## config.mk

```make
export PLATFORM = sky130hd
export DESIGN_NAME = icache_mem_arbiter
export DESIGN_NICKNAME = d
export VERILOG_FILES = /design/src/rtl/icache_mem_arbiter.sv
export SDC_FILE = /design/constraint.sdc
export NUM_CORES = 1
export LEC_CHECK = 0
export BUFFER_PORTS_ARGS = -buffer_cell sky130_fd_sc_hd__buf_4
export CAP_MARGIN = 5
export CELL_PAD_IN_SITES_DETAIL_PLACEMENT = 0
export CELL_PAD_IN_SITES_GLOBAL_PLACEMENT = 1
export CORE_AREA = 2 2 190 192
export DETAILED_ROUTE_END_ITERATION = 7
export DIE_AREA = 0 0 192 194
export GPL_TIMING_DRIVEN = 0
export PLACE_DENSITY = 0.52
export SKIP_LAST_GASP = 1
export SYNTH_ARGS = -nofsm -noshare
export SYNTH_HDL_FRONTEND = slang
export SYNTH_SLANG_ARGS = --single-unit
```

## constraint.sdc

```tcl
create_clock -name clk_i -period 3.15 [get_ports clk_i]
set_clock_uncertainty 0.15 [all_clocks]
set_input_delay 0 -clock clk_i [delete_from_list [all_inputs] [get_ports clk_i]]
set_output_delay 0 -clock clk_i [all_outputs]
set_load 0.02 [all_outputs]
```

## src/rtl/icache_mem_arbiter.sv

```systemverilog
// Arbitrates the I-side DRAM read port between demand refills and stream-buffer prefetches.
// Define ICACHE_MEM_ARB_PERF_EN to add demand/prefetch/drop performance counters.
`ifndef ICACHE_LINE_WIDTH
`define ICACHE_LINE_WIDTH 128
`endif

module icache_mem_arbiter #(
  parameter int ADDR_WIDTH = 32,
  parameter int CL_SIZE    = `ICACHE_LINE_WIDTH
) (
  input  logic                  clk_i,
  input  logic                  rst_ni,
  input  logic                  flush_i,
  input  logic                  dm_req_i,
  input  logic [ADDR_WIDTH-1:0] dm_addr_i,
  output logic                  dm_gnt_o,
  output logic                  dm_rvalid_o,
  output logic [CL_SIZE-1:0]    dm_rdata_o,
  input  logic                  pf_req_i,
  input  logic [ADDR_WIDTH-1:0] pf_addr_i,
  output logic                  pf_rvalid_o,
  output logic [CL_SIZE-1:0]    pf_rdata_o,
  output logic                  pf_busy_o,
`ifdef ICACHE_MEM_ARB_PERF_EN
  output logic [31:0]           perf_dm_cnt_o,
  output logic [31:0]           perf_pf_cnt_o,
  output logic [31:0]           perf_pf_drop_cnt_o,
`endif
  output logic                  mem_req_o,
  output logic [ADDR_WIDTH-1:0] mem_addr_o,
  input  logic                  mem_gnt_i,
  input  logic                  mem_rvalid_i,
  input  logic [CL_SIZE-1:0]    mem_rdata_i
);

  typedef enum logic [2:0] {
    ST_IDLE    = 3'd0,
    ST_REQ_DM  = 3'd1,
    ST_REQ_PF  = 3'd2,
    ST_WAIT_DM = 3'd3,
    ST_WAIT_PF = 3'd4
  } state_e;

  state_e                r_state;
  logic [ADDR_WIDTH-1:0] r_addr;
  logic                  r_mem_req;
  logic                  r_drop;
  logic                  r_pf_pend;
  logic [ADDR_WIDTH-1:0] r_pf_addr;

  logic w_idle;
  logic w_pf_state;
  logic w_pf_issue;
  logic w_dm_rsp;
  logic w_pf_rsp;

  assign w_idle     = (r_state == ST_IDLE);
  assign w_pf_state = (r_state == ST_REQ_PF) || (r_state == ST_WAIT_PF);
  assign w_pf_issue = w_idle & ~dm_req_i & r_pf_pend & ~flush_i;
  assign w_dm_rsp   = (r_state == ST_WAIT_DM) & mem_rvalid_i;
  assign w_pf_rsp   = (r_state == ST_WAIT_PF) & mem_rvalid_i;

  // Grant and response steering are combinational; rst_ni masks a grant that could not be taken.
  assign dm_gnt_o    = w_idle & dm_req_i & rst_ni;
  assign dm_rvalid_o = w_dm_rsp;
  assign dm_rdata_o  = w_dm_rsp ? mem_rdata_i : {CL_SIZE{1'b0}};
  assign pf_rvalid_o = w_pf_rsp & ~r_drop;
  assign pf_rdata_o  = (w_pf_rsp & ~r_drop) ? mem_rdata_i : {CL_SIZE{1'b0}};
  assign pf_busy_o   = r_pf_pend | w_pf_state;
  assign mem_req_o   = r_mem_req;
  assign mem_addr_o  = r_addr;

  // Transaction FSM: one outstanding memory request, response routed by state.
  always_ff @(posedge clk_i or negedge rst_ni) begin
    if (!rst_ni) begin
      r_state   <= ST_IDLE;
      r_addr    <= {ADDR_WIDTH{1'b0}};
      r_mem_req <= 1'b0;
      r_drop    <= 1'b0;
    end else begin
      case (r_state)
        ST_IDLE: begin
          if (dm_req_i) begin
            r_addr    <= dm_addr_i;
            r_mem_req <= 1'b1;
            r_state   <= ST_REQ_DM;
          end else if (w_pf_issue) begin
            r_addr    <= r_pf_addr;
            r_mem_req <= 1'b1;
            r_state   <= ST_REQ_PF;
          end
        end
        ST_REQ_DM: begin
          if (mem_gnt_i) begin
            r_mem_req <= 1'b0;
            r_state   <= ST_WAIT_DM;
          end
        end
        ST_REQ_PF: begin
          // A flushed prefetch still completes its handshake; only the data is dropped.
          if (flush_i) begin
            r_drop <= 1'b1;
          end
          if (mem_gnt_i) begin
            r_mem_req <= 1'b0;
            r_state   <= ST_WAIT_PF;
          end
        end
        ST_WAIT_DM: begin
          if (mem_rvalid_i) begin
            r_state <= ST_IDLE;
          end
        end
        ST_WAIT_PF: begin
          if (mem_rvalid_i) begin
            r_drop  <= 1'b0;
            r_state <= ST_IDLE;
          end else if (flush_i) begin
            r_drop <= 1'b1;
          end
        end
        default: begin
          r_state   <= ST_IDLE;
          r_mem_req <= 1'b0;
          r_drop    <= 1'b0;
        end
      endcase
    end
  end

  // One-entry prefetch slot: newest pulse wins, flush empties it and discards a same-cycle pulse.
  always_ff @(posedge clk_i or negedge rst_ni) begin
    if (!rst_ni) begin
      r_pf_pend <= 1'b0;
      r_pf_addr <= {ADDR_WIDTH{1'b0}};
    end else if (flush_i) begin
      r_pf_pend <= 1'b0;
    end else if (pf_req_i) begin
      r_pf_pend <= 1'b1;
      r_pf_addr <= pf_addr_i;
    end else if (w_pf_issue) begin
      r_pf_pend <= 1'b0;
    end
  end

`ifdef ICACHE_MEM_ARB_PERF_EN
  logic w_pf_overwrite;
  logic w_pf_kill;
  logic w_pf_swallow;
  logic [31:0] r_perf_dm;
  logic [31:0] r_perf_pf;
  logic [31:0] r_perf_drop;

  assign w_pf_overwrite = pf_req_i & r_pf_pend & ~flush_i & ~w_pf_issue;
  assign w_pf_kill      = flush_i & r_pf_pend;
  assign w_pf_swallow   = w_pf_rsp & r_drop;

  assign perf_dm_cnt_o      = r_perf_dm;
  assign perf_pf_cnt_o      = r_perf_pf;
  assign perf_pf_drop_cnt_o = r_perf_drop;

  // Free-running wrapping event counters, untouched by flush.
  always_ff @(posedge clk_i or negedge rst_ni) begin
    if (!rst_ni) begin
      r_perf_dm   <= 32'd0;
      r_perf_pf   <= 32'd0;
      r_perf_drop <= 32'd0;
    end else begin
      r_perf_dm   <= r_perf_dm + {31'd0, dm_gnt_o};
      r_perf_pf   <= r_perf_pf + {31'd0, w_pf_issue};
      r_perf_drop <= r_perf_drop + {31'd0, w_pf_overwrite} + {31'd0, w_pf_kill}
                     + {31'd0, w_pf_swallow};
    end
  end
`endif

endmodule

```

======== Word level (Yosys, flattened, before mapping) ========
Cells that the tools add are included.
word-level totals
  register bits after elaboration ......... 70
  output and inout port bits .............. 293
  logic and storage cells ................. 59
  input bits .............................. 199
cells by class
  reductions and logical operators ........ 11
  mux-type cells .......................... 20
  bitwise logic cells ..................... 13
  equal/unequal tests ..................... 9
operators with widths
  cell                count
  $mux 128            2
  $mux 32             2
  $mux 3              5
  $pmux 3 s4          1
  $and 1x1->1         8
  $mux 1              8
  $eq 3x2->1 const B  2
  $pmux 1 s3          2
  $ne 2x1->1 const B  2
  $ne 2x2->1 const B  2
  $not 1->1           4
  $reduce_and 2->1    2
  $reduce_and 4->1    1
  $reduce_or 2->1     2
  $eq 3x1->1 const B  1
  $eq 3x3->1 const B  1
  $logic_not 3->1     1
  $ne 3x2->1 const B  1
  $reduce_and 3->1    1
  $reduce_bool 3->1   1
  $reduce_or 3->1     1
  $reduce_bool 2->1   1
  $logic_or 1x1->1    1
  $or 1x1->1          1

======== Depth between registers and ports, before layout ========
Gate-level depths: netlist of the first run.
  depth in word-level cells ............... 7
  gate-level depth with buffers ........... 7
  depth with buffers taken out ............ 4

======== Worst setup path before layout of the first run ========
No wires, ideal clock.
  kind .................................... reg2reg
  start ................................... register r_state[0]
  end ..................................... register r_state[1]
  arrival time ............................ 1359 ps
  required time ........................... 2875 ps
  clock period less this slack ............ 1634 ps
  setup time .............................. 125 ps
  path buffers ............................ 1
  stages on the path, launching flop included .. 6
  path slack .............................. 1516 ps
  cells stage by stage .................... dfrtp_1 > buf_4 > or3b_1 > a21oi_2 > a211oi_2 > mux2_4
on the way
  longest elaborated chain between the ends .. 6
  elaborated cells on any way between the ends .. 15
  those cells by class .................... eq/ne: 8; mux: 1; bitwise: 3; reduce/logical: 3
RTL lines
  element                            line    text
  from (decl)                        44      state_e r_state;
  from (signal assigned)             76      r_state <= ST_IDLE;
  from (signal assigned)             86      r_state <= ST_REQ_DM;
  from (signal assigned)             90      r_state <= ST_REQ_PF;
  $logic_not 3->1                    57, 81
  $and 1x1->1 (3 in series)          59      assign w_pf_issue = w_idle & ~dm_req_i & r_pf_pend & ~flush_i;
  $ne 3x2->1 (no source line)        n/a
  $reduce_and 4->1 (no source line)  n/a
Several ways; a longest one is shown, not always the timed one.
A chain may end at the register's enable or synchronous reset.

======== Worst setup path in the final report of the first run ========
  start ................................... register r_state[0]
  end ..................................... output port pf_rdata_o[41]
on the way
  longest elaborated chain between the ends .. 4
RTL lines
  element      line  text
  $eq 3x3->1   61    assign w_pf_rsp = (r_state == ST_WAIT_PF) & mem_rvalid_i;
  $and 1x1->1  61
  $and 1x1->1  68    assign pf_rdata_o = (w_pf_rsp & ~r_drop) ? mem_rdata_i : {CL_SIZE{1'b0}};
  $mux 128     68
  to (decl)    22    output logic [CL_SIZE-1:0] pf_rdata_o,
Every way passes these cells.

==> metrics.yaml, run 1 <==
floorplanning:
  pin_count: 492
  core_area_um2: 35200
  die_y_um: 194
  die_w_um: 192
  num_rows: 69
  die_area_um2: 37200
  initial_core_util_pct: 13.6
power_and_ir_drop:
  vdd_ir_drop_max_v: 0.000331
  power.leakage_uw: 0.00532
  power_density_nw_per_um2: 512
clock_tree:
  worstSkewPairLatency_ns: 0.33
  cts_tree: "yes"
  clockBufferDepth: 2
  cts_resized: 0
  root_buffer: "clkbuf_16"
  cts_buffers: 9
  clk_pin_slew_worst_paths_ns: 0.06
  clock-sinks: 70
  htreeDepth: 3
placement:
  place_area_um2: 9070
  gp_congestion: 0.863
  numPortBuffers: 491
  placed_cells: 1491
  dp_hpwl_um: 26000
cells_and_area:
  nNetsFinal: 1314
  most-common-layout-cells: "buf_4, and2_1, dlygate4sd3_1, dfrtp_1, nand2_1"
  fin_area_um2: 10100
  area_growth_pct: 111
  layout.cells.non_filler: 1583
  fillers: 3843
  layout_commonest_cell: "buf_4"
  final_layout_size_suffix_gt1_share_pct: 51.7
critical_path:
  crit_family: "buffers and inverters"
  cp_data_arrival_time_ns: 2.25
  regToRegSetupSlack_ns: 0.82
  worstSetupEndpointType: "output port"
  critPathBufInv: 4
  cp.required_ns: 3.00
  cpMostUsedCell: "buf_4"
  start_kind: "flip-flop"
  path_cells: "buf_4 -> nor2_1 -> nand3_1 -> nor2_1 -> buf_4 -> clkbuf_2 -> and2_1 -> buf_4"
  crit_type: "flip-flop to output port"
  cp_max_fo: 10
  cp_slowest_cell: "dfrtp_1"
  critPathMaxStageDelay_ns: 0.36
synth:
  synth_top_area_share_pct: 36.5
  synth_edf_count: 0
  ys_ff_latch: 70
  synthArstFlopShare_pct: 100
  synth_fp_nets: 738
  ys_warn_count: 0
  yosys.area_share.simple_pct: 38.5
  synth_top_family_by_area: "simple AND/OR/NAND/NOR gates"
  synth_fa_ha_area_share_pct: 0
  synth_cells: 539
  postSynthAreaPerCell_um2: 8.91
  synth_top_cell_by_area: "dfrtp_1"
  synth_xor_xnor_area_share_pct: 0.365
  synth_compound_area_share_pct: 5.31
  ys_types: 36
  synth.area.mux_share_pct: 14.5
  ys.flop_type: "dfrtp_1"
  yosys-top-cells-area: "dfrtp_1, and2_1, mux2_2"
  synth-seq-area-share_pct: 36.5
  synth_area_um2: 4800
sta:
  grt_setup_unrepaired: "false"
  timing.setup.tns_ns: 0
  period_needed_ns: 2.40
  max_slew_margin_pct: 35.6
  fin_crit_sh_pct: 76.0
  hold_violations: 0
  max_freq_mhz: 418
  worstMarginPinSlew_ns: 0.965
  slew_violations: 0
  setup_viol: 0
status:
  outcome: "finished, final reports clean"
job:
  cap_viol_max_count: 0
grt:
  grt_pass1_vias: 5960
  antenna_found_initial: 1
  gr-total-overflow: 0
  grt.total_usage_pct: 15.3
  grt_max_degree: 72
  grt_pass1_wl_um: 41600
detailed_routing:
  dr_total_vias: 5870
  drtPass1Iterations: 5
  drt-initial-drc-count: 170
  routed_wl_um: 30500
  drc: 0
  ant_nets: 0
  post_drt_wl_per_cell_um: 19.3
  vias_per_cell: 3.71
worst_hold_path:
  hp-class: "primary input to flip-flop"
==> layer usage <==
| layer | GRT usage [%] | wire length, µm |
|---|---|---|
| met1 | 17.6 | 12000 |
| met2 | 28.1 | 15400 |
| met3 | 4.25 | 2770 |
| met4 | 2.97 | 368 |
| met5 | 0 | 0 |
==> flip-flops by register name, indices dropped and copies added (netlist names) <==
register	cells
mem_addr_o	32
mem_req_o	1
r_drop	1
r_pf_addr	32
r_pf_pend	1
r_state	3
==> timing repair <==
item	in CTS	in global routing
endpoints found under the hold margin	139	0
setup buffers	0	0
hold buffers	74	0
==> cells in the mapped netlist (2+ instances only) <==
| master | instances |
|---|---|
| nor2_1 | 6 |
| o21ai_0 | 32 |
| nor2b_1 | 3 |
| nand2_1 | 35 |
| clkbuf_2 | 22 |
| a31oi_1 | 2 |
| buf_4 | 4 |
| and2_1 | 256 |
| mux2i_1 | 32 |
| nor3_1 | 2 |
| mux2_2 | 30 |
| clkbuf_1 | 8 |
| mux2_1 | 2 |
| buf_2 | 11 |
| a21oi_1 | 3 |
| dfrtp_1 | 70 |
| inv_1 | 2 |
==> cell families after synthesis <==
group,after synthesis
AOI/OAI and AO/OA,45
xor gates and xnor gates,2
buffers and inverters,47
DFF,70
muxes,65
and+or+nand+nor,310
==> area by class of cell <==
class                   instances  area (µm²)  share of cell area, %
plain buffers                  45         225                   2.23
repair buffers                565        4430                   43.8
multi-input cells             422        2820                   27.9
clock inverters                 4        45.0                  0.445
diodes                          2        5.00                 0.0495
well taps                     461         577                   5.70
clock buffers                  12         256                   2.54
inverters                       2        7.51                 0.0742
flip-flops and latches         70        1750                   17.3
==> per-stage QoR <==
step	utilization (%)	worst slack [ns]	hold slack, ns	total power [µW]
finish	28.7	0.755	0.153	5180
global route	28.7	0.560	0.172	5490
CTS	28.7	0.648	0.161	5250
detailed placement	25.7	1.02	0.0694	4060
global placement	25.7	1.02	0.0675	4070
floorplan	-	1.52	-0.446	2720
==> worst reg2reg max path: cells and delay by family, from the launching register on <==
kind,cells,cell delay (ns)
buffers and inverters,3,1.04
and+or+nand+nor,2,0.39
DFF,1,0.36
AOI/OAI and AO/OA,2,0.27
==> power breakdown <==
group | switching, µW | internal [µW]
Clock | 399 | 653
Sequential | 174 | 1180
Combinational | 1530 | 1240
Total | 2100 | 3080
==> final timing paths <==
| path | from | to | cells past startpoint |
|---|---|---|---|
| max reg2reg | r_state[0] | mem_addr_o[28] | 7 |
| min | dm_req_i | r_state[0] | 5 |
| max in group asynchronous | rst_ni | mem_addr_o[19] | 2 |
| min in group asynchronous | rst_ni | r_pf_addr[5] | 2 |
| max | r_state[0] | pf_rdata_o[41] | 8 |
| min reg2reg | mem_addr_o[9] | mem_addr_o[9] | 2 |
No activity file was read; power rests on OpenSTA's default activity.
==> run 2: changes to the inputs <==
--- a/config.mk
+++ b/config.mk
@@ -9,9 +9,9 @@
 export CAP_MARGIN = 5
 export CELL_PAD_IN_SITES_DETAIL_PLACEMENT = 0
 export CELL_PAD_IN_SITES_GLOBAL_PLACEMENT = 1
-export CORE_AREA = 2 2 190 192
+export CORE_AREA = 2 2 192 194
 export DETAILED_ROUTE_END_ITERATION = 7
-export DIE_AREA = 0 0 192 194
+export DIE_AREA = 0 0 194 196
 export GPL_TIMING_DRIVEN = 0
 export PLACE_DENSITY = 0.52
 export SKIP_LAST_GASP = 1
==> constraint.sdc (replaced) <==
create_clock -name clk_i -period 2.3 [get_ports clk_i]
set_clock_uncertainty 0.15 [all_clocks]
set_input_delay 0 -clock clk_i [delete_from_list [all_inputs] [get_ports clk_i]]
set_output_delay 0 -clock clk_i [all_outputs]
set_load 0.02 [all_outputs]
==> metrics.yaml, run 2 (synthesized netlist as in run 1, its figures left out) <==
status:
  outcome: "finished, final reports clean"
clock_tree:
  cts_buffers: 9
  worstSkewPairLatency_ns: 0.33
  clockBufferDepth: 2
  clk_pin_slew_worst_paths_ns: 0.06
  root_buffer: "clkbuf_16"
  htreeDepth: 3
  cts_tree: "yes"
  clock-sinks: 70
cells_and_area:
  area_growth_pct: 112
  fin_area_um2: 10200
  most-common-layout-cells: "buf_4, and2_1, dlygate4sd3_1, dfrtp_1, nand2_1"
  fillers: 3948
  final_layout_size_suffix_gt1_share_pct: 52.3
  layout.cells.non_filler: 1586
  multi_input_area_um2: 2840
  layout_commonest_cell: "buf_4"
  antenna_cells: 0
  nNetsFinal: 1313
  seqCellArea_um2: 1750
critical_path:
  cp_data_arrival_time_ns: 2.10
  critPathBufInv: 5
  worstSetupEndpointType: "output port"
  reg2reg_to: "mem_addr_o[19]"
  path_cells: "buf_4 -> nand3_2 -> nor2_4 -> buf_12 -> buf_2 -> clkbuf_2 -> and2_1 -> buf_4"
  cpMostUsedCell: "buf_4"
  timing.rr.start: "r_pf_pend"
  cp_max_fo: 10
  crit_family: "buffers and inverters"
  cp_slowest_cell: "dfrtp_1"
  regToRegSetupSlack_ns: 0.38
  crit_type: "flip-flop to output port"
  start_kind: "flip-flop"
  critPathMaxStageDelay_ns: 0.47
  cp.required_ns: 2.15
  worstRegToRegCells: 4
sta:
  hold_violations: 0
  max_slew_margin_pct: 35.6
  max_freq_mhz: 445
  setup_viol: 0
  grt_setup_unrepaired: "true"
  worstMarginPinSlew_ns: 0.966
  fin_crit_sh_pct: 97.7
  slew_violations: 0
  period_needed_ns: 2.25
  setup_ws_ns: 0.0540
power_and_ir_drop:
  vdd_ir_drop_max_v: 0.000546
  power_density_nw_per_um2: 701
  power.leakage_uw: 0.00533
placement:
  dp_hpwl_um: 24400
  place_area_um2: 9080
  placed_cells: 1498
  dp_slack_ns: 0.223
  numPortBuffers: 491
  gp_congestion: 0.794
worst_hold_path:
  worstHoldStart: "mem_rdata_i[113]"
  whs_endpoint: "dm_rdata_o[113]"
  hold_depth: 3
  hp-class: "primary input to output port"
floorplanning:
  pin_count: 492
  die_area_um2: 38000
  num_rows: 70
  die_y_um: 196
  core_area_um2: 36100
  die_w_um: 194
  initial_core_util_pct: 13.3
grt:
  antenna_found_initial: 2
  grt_pass1_wl_um: 40800
  gr-total-overflow: 0
  grt_max_degree: 72
  grt.total_usage_pct: 14.3
  grt_pass1_vias: 5963
detailed_routing:
  drc: 0
  dr_total_vias: 5827
  drtPass1Iterations: 4
  routed_wl_um: 29000
  ant_nets: 0
  drt-initial-drc-count: 196
  post_drt_wl_per_cell_um: 18.3
  vias_per_cell: 3.67
job:
  cap_viol_max_count: 0
## run 2: worst max path at each step
stage	slack (ns)	cells past startpoint	to	from
6_report	0.05	8	pf_rdata_o[29]	r_state[2]
5_1_grt	-0.07	9	pf_rdata_o[54]	r_state[0]
4_1_cts	-0.003	7	dm_rdata_o[96]	r_state[0]
3_5_place_dp	0.22	7	dm_rdata_o[96]	r_state[0]
3_3_place_gp	0.25	7	dm_rdata_o[92]	r_state[0]
2_1_floorplan	0.67	5	r_state[1]	r_state[0]
## run 2: per-layer routing
metal  global-route usage, %  share of wire [%]  vias to the layer above
met3                    3.44                6.6                       16
li1                        -                  -                     2868
met1                    17.9                 42                     2693
met4                    2.92                1.3                        0
met5                       0                  0                        -
met2                    25.2                 50                      250
## run 2: final cells by class
type | instances | share of cell area, %
Buffer | 43 | 2.35
Clock buffer | 10 | 2.35
Inverter | 2 | 0.0737
Timing Repair Buffer | 566 | 43.6
Multi-Input combinational cell | 422 | 27.9
Sequential cell | 70 | 17.2
Clock inverter | 5 | 0.811
Tap cell | 468 | 5.75
## run 2: timing repair
action,in CTS,in global routing
resized for setup,6,16
endpoints found under the hold margin,139,0
setup buffers,1,2
hold buffers,71,0
cloned,0,1
setup endpoints to repair,110,151
## run 2: worst min-delay path, stage by stage
cell    delay (ns)
buf_4         0.08
and2_1        0.10
buf_4         0.13
## run 2: stage by stage
| stage | total power, µW | util, % | TNS, ns | hold slack, ns |
|---|---|---|---|---|
| floorplan | 3730 | - | 0 | -0.446 |
| global placement | 5530 | 25.2 | 0 | 0.0651 |
| detailed placement | 5540 | 25.2 | 0 | 0.0674 |
| CTS | 7250 | 28.1 | -0.00324 | 0.163 |
| global route | 7610 | 28.2 | -2.32 | 0.171 |
| finish | 7140 | 28.2 | 0 | 0.161 |
## run 2: where the power goes
group	switching [µW]	internal [µW]	total, µW
Clock	559	977	1540
Combinational	2080	1670	3740
Sequential	238	1620	1860
Total	2870	4270	7140
==> run 3: changes to the inputs <==
--- a/config.mk
+++ b/config.mk
@@ -5,15 +5,16 @@
 export SDC_FILE = /design/constraint.sdc
 export NUM_CORES = 1
 export LEC_CHECK = 0
+export ABC_AREA = 1
 export BUFFER_PORTS_ARGS = -buffer_cell sky130_fd_sc_hd__buf_4
 export CAP_MARGIN = 5
 export CELL_PAD_IN_SITES_DETAIL_PLACEMENT = 0
 export CELL_PAD_IN_SITES_GLOBAL_PLACEMENT = 1
-export CORE_AREA = 2 2 192 194
+export CORE_AREA = 2 2 189 191
 export DETAILED_ROUTE_END_ITERATION = 7
-export DIE_AREA = 0 0 194 196
+export DIE_AREA = 0 0 191 193
 export GPL_TIMING_DRIVEN = 0
-export PLACE_DENSITY = 0.52
+export PLACE_DENSITY_LB_ADDON = 0.25
 export SKIP_LAST_GASP = 1
 export SYNTH_ARGS = -nofsm -noshare
 export SYNTH_HDL_FRONTEND = slang
==> metrics.yaml, run 3 <==
placement:
  gp_congestion: 0.877
  numPortBuffers: 491
  dp_hpwl_um: 25600
  dp_slack_ns: 0.519
floorplanning:
  initial_core_util_pct: 16.2
  core_area_um2: 35000
  num_rows: 69
  die_y_um: 193
  die_area_um2: 36900
  die_w_um: 191
  pin_count: 492
cells_and_area:
  layout_commonest_cell: "buf_4"
  final_layout_size_suffix_gt1_share_pct: 50.3
  most-common-layout-cells: "buf_4, nor2_1, inv_1, nor2_4, nand2_1"
  nNetsFinal: 1529
  area_growth_pct: 92.3
  antenna_cells: 0
clock_tree:
  root_buffer: "clkbuf_16"
  cts_buffers: 9
  htreeDepth: 3
  cts_tree: "yes"
  worstSkewPairLatency_ns: 0.33
  clk_pin_slew_worst_paths_ns: 0.06
  clock-sinks: 70
  cts_resized: 0
  clockBufferDepth: 2
detailed_routing:
  vias_per_cell: 3.72
  dr_total_vias: 6689
  drtPass1Iterations: 4
  drt-initial-drc-count: 224
  ant_nets: 0
  routed_wl_um: 30300
  drc: 0
  post_drt_wl_per_cell_um: 16.9
critical_path:
  cpMostUsedCell: "nor2_4"
  cp_slowest_cell: "dfrtp_1"
  path_cells: "nor2_4 -> nand2_2 -> nor3_4 -> inv_2 -> buf_8 -> buf_12 -> nor2_4 -> buf_4"
  cp.required_ns: 2.15
  critPathMaxStageDelay_ns: 0.45
  start_kind: "flip-flop"
  cp_data_arrival_time_ns: 1.90
  critPathBufInv: 4
  cp_max_fo: 10
  worstSetupEndpointType: "output port"
  crit_type: "flip-flop to output port"
  crit_family: "buffers and inverters"
sta:
  max_slew_margin_pct: 34.2
  hold_violations: 1
  timing.setup.tns_ns: 0
  max_freq_mhz: 488
  whs_ns: -0.0139
  grt_setup_unrepaired: "false"
  setup_viol: 0
  slew_violations: 0
  worstMarginPinSlew_ns: 0.988
  fin_crit_sh_pct: 89.2
  setup_ws_ns: 0.249
  period_needed_ns: 2.05
grt:
  grt_pass1_wl_um: 42600
  gr-total-overflow: 0
  top_usage_layer: "met2"
  use_met1_pct: 17.4
  grt_util_met2_pct: 28.9
  grt_pass1_vias: 6668
  met3_usage_pct: 4.20
  antenna_found_initial: 0
  grt_max_degree: 72
  grt.total_usage_pct: 15.4
status:
  outcome: "finished with violations"
  violations: "negative hold slack"
synth:
  ys_ff_latch: 70
  ys_warn_count: 0
  synth_edf_count: 0
  synthArstFlopShare_pct: 100
  ys_types: 23
  synth_common_cells: "nor2_1, inv_1, nor2_4"
  postSynthAreaPerCell_um2: 7.45
  ys.flop_type: "dfrtp_1"
  synth_area_um2: 5660
  yosys-top-cells-area: "dfrtp_1, nor2_4, nor2_1"
  synth_most_common_cell: "nor2_1"
  synth_cells: 760
  synth_top_area_share_pct: 31.0
  synth_top_cell_by_area: "dfrtp_1"
  synth-seq-area-share_pct: 31.0
  synth_fp_nets: 959
worst_hold_path:
  hp-class: "primary input to flip-flop"
power_and_ir_drop:
  vdd_ir_drop_max_v: 0.000579
  power_density_nw_per_um2: 641
  power.leakage_uw: 0.00595
job:
  cap_viol_max_count: 0
==> run 3: path summary, 6_finish.rpt <==
| kind | endpoint | cells past startpoint | startpoint | slack [ns] |
|---|---|---|---|---|
| worst min register to register | mem_addr_o[20] | 2 | mem_addr_o[20] | 0.34 |
| max in group asynchronous | r_pf_addr[7] | 2 | rst_ni | 1.12 |
| min in group asynchronous | mem_addr_o[15] | 2 | rst_ni | 0.24 |
| worst max-delay path | pf_rdata_o[44] | 8 | r_state[0] | 0.25 |
| worst max register to register | mem_addr_o[21] | 8 | r_state[0] | 0.54 |
| worst min-delay path | mem_addr_o[25] | 4 | dm_addr_i[25] | -0.01 |
==> run 3: tightest hold or removal path, delay by kind of cell <==
kind,cells,cell delay [ns]
AO/OA/AOI/OAI,2,0.26
AND/OR/NAND/NOR,1,0.09
buffers and inverters,1,0.08
==> run 3: cell families after synthesis <==
group,count (synthesis),synth area share [%]
multiplexers,10,1.99
flip-flops,70,31.0
buffers and inverters,210,19.4
AO/OA/AOI/OAI,91,8.05
AND/OR/NAND/NOR,379,39.6
==> run 3: metal layers <==
| layer | routed length [µm] | up-vias |
|---|---|---|
| met4 | 345 | 0 |
| met1 | 11500 | 3084 |
| met5 | 0 | - |
| met3 | 2480 | 16 |
| li1 | - | 3348 |
| met2 | 16000 | 241 |
==> run 3: stage by stage <==
step | cells | cell area [µm²] | total power (µW) | utilization (%)
5_1_grt | 1796 | 10900 | 7480 | 31.1
3_3_place_gp | 1712 | 9920 | 5580 | 28.4
4_1_cts | 1796 | 10900 | 7120 | 31.1
2_1_floorplan | 760 | 5660 | 3870 | -
6_report | 1796 | 10900 | 6980 | 31.1
3_5_place_dp | 1712 | 9920 | 5600 | 28.4
==> run 3: power breakdown <==
group	switching (µW)	internal (µW)	leakage, µW
sequential	237	1640	0.000820
combinational	2200	1540	0.00499
clock	531	833	0.000143
total	2970	4010	0.00595
==> run 3: cell type report <==
class                           count  area, µm²
Tap cell                          461        577
Timing Repair Buffer              559       4370
Fill cell                        3815      24100
Multi-Input combinational cell    480       2810
Clock buffer                       11        233
Sequential cell                    70       1750
Buffer                             47        484
Inverter                          163        612
Clock inverter                      5       50.0
==> run 3: repair_timing <==
item | in CTS | in global routing
hold buffers | 68 | 0
buffers inserted | 0 | 0
hold endpoints to repair | 140 | 0
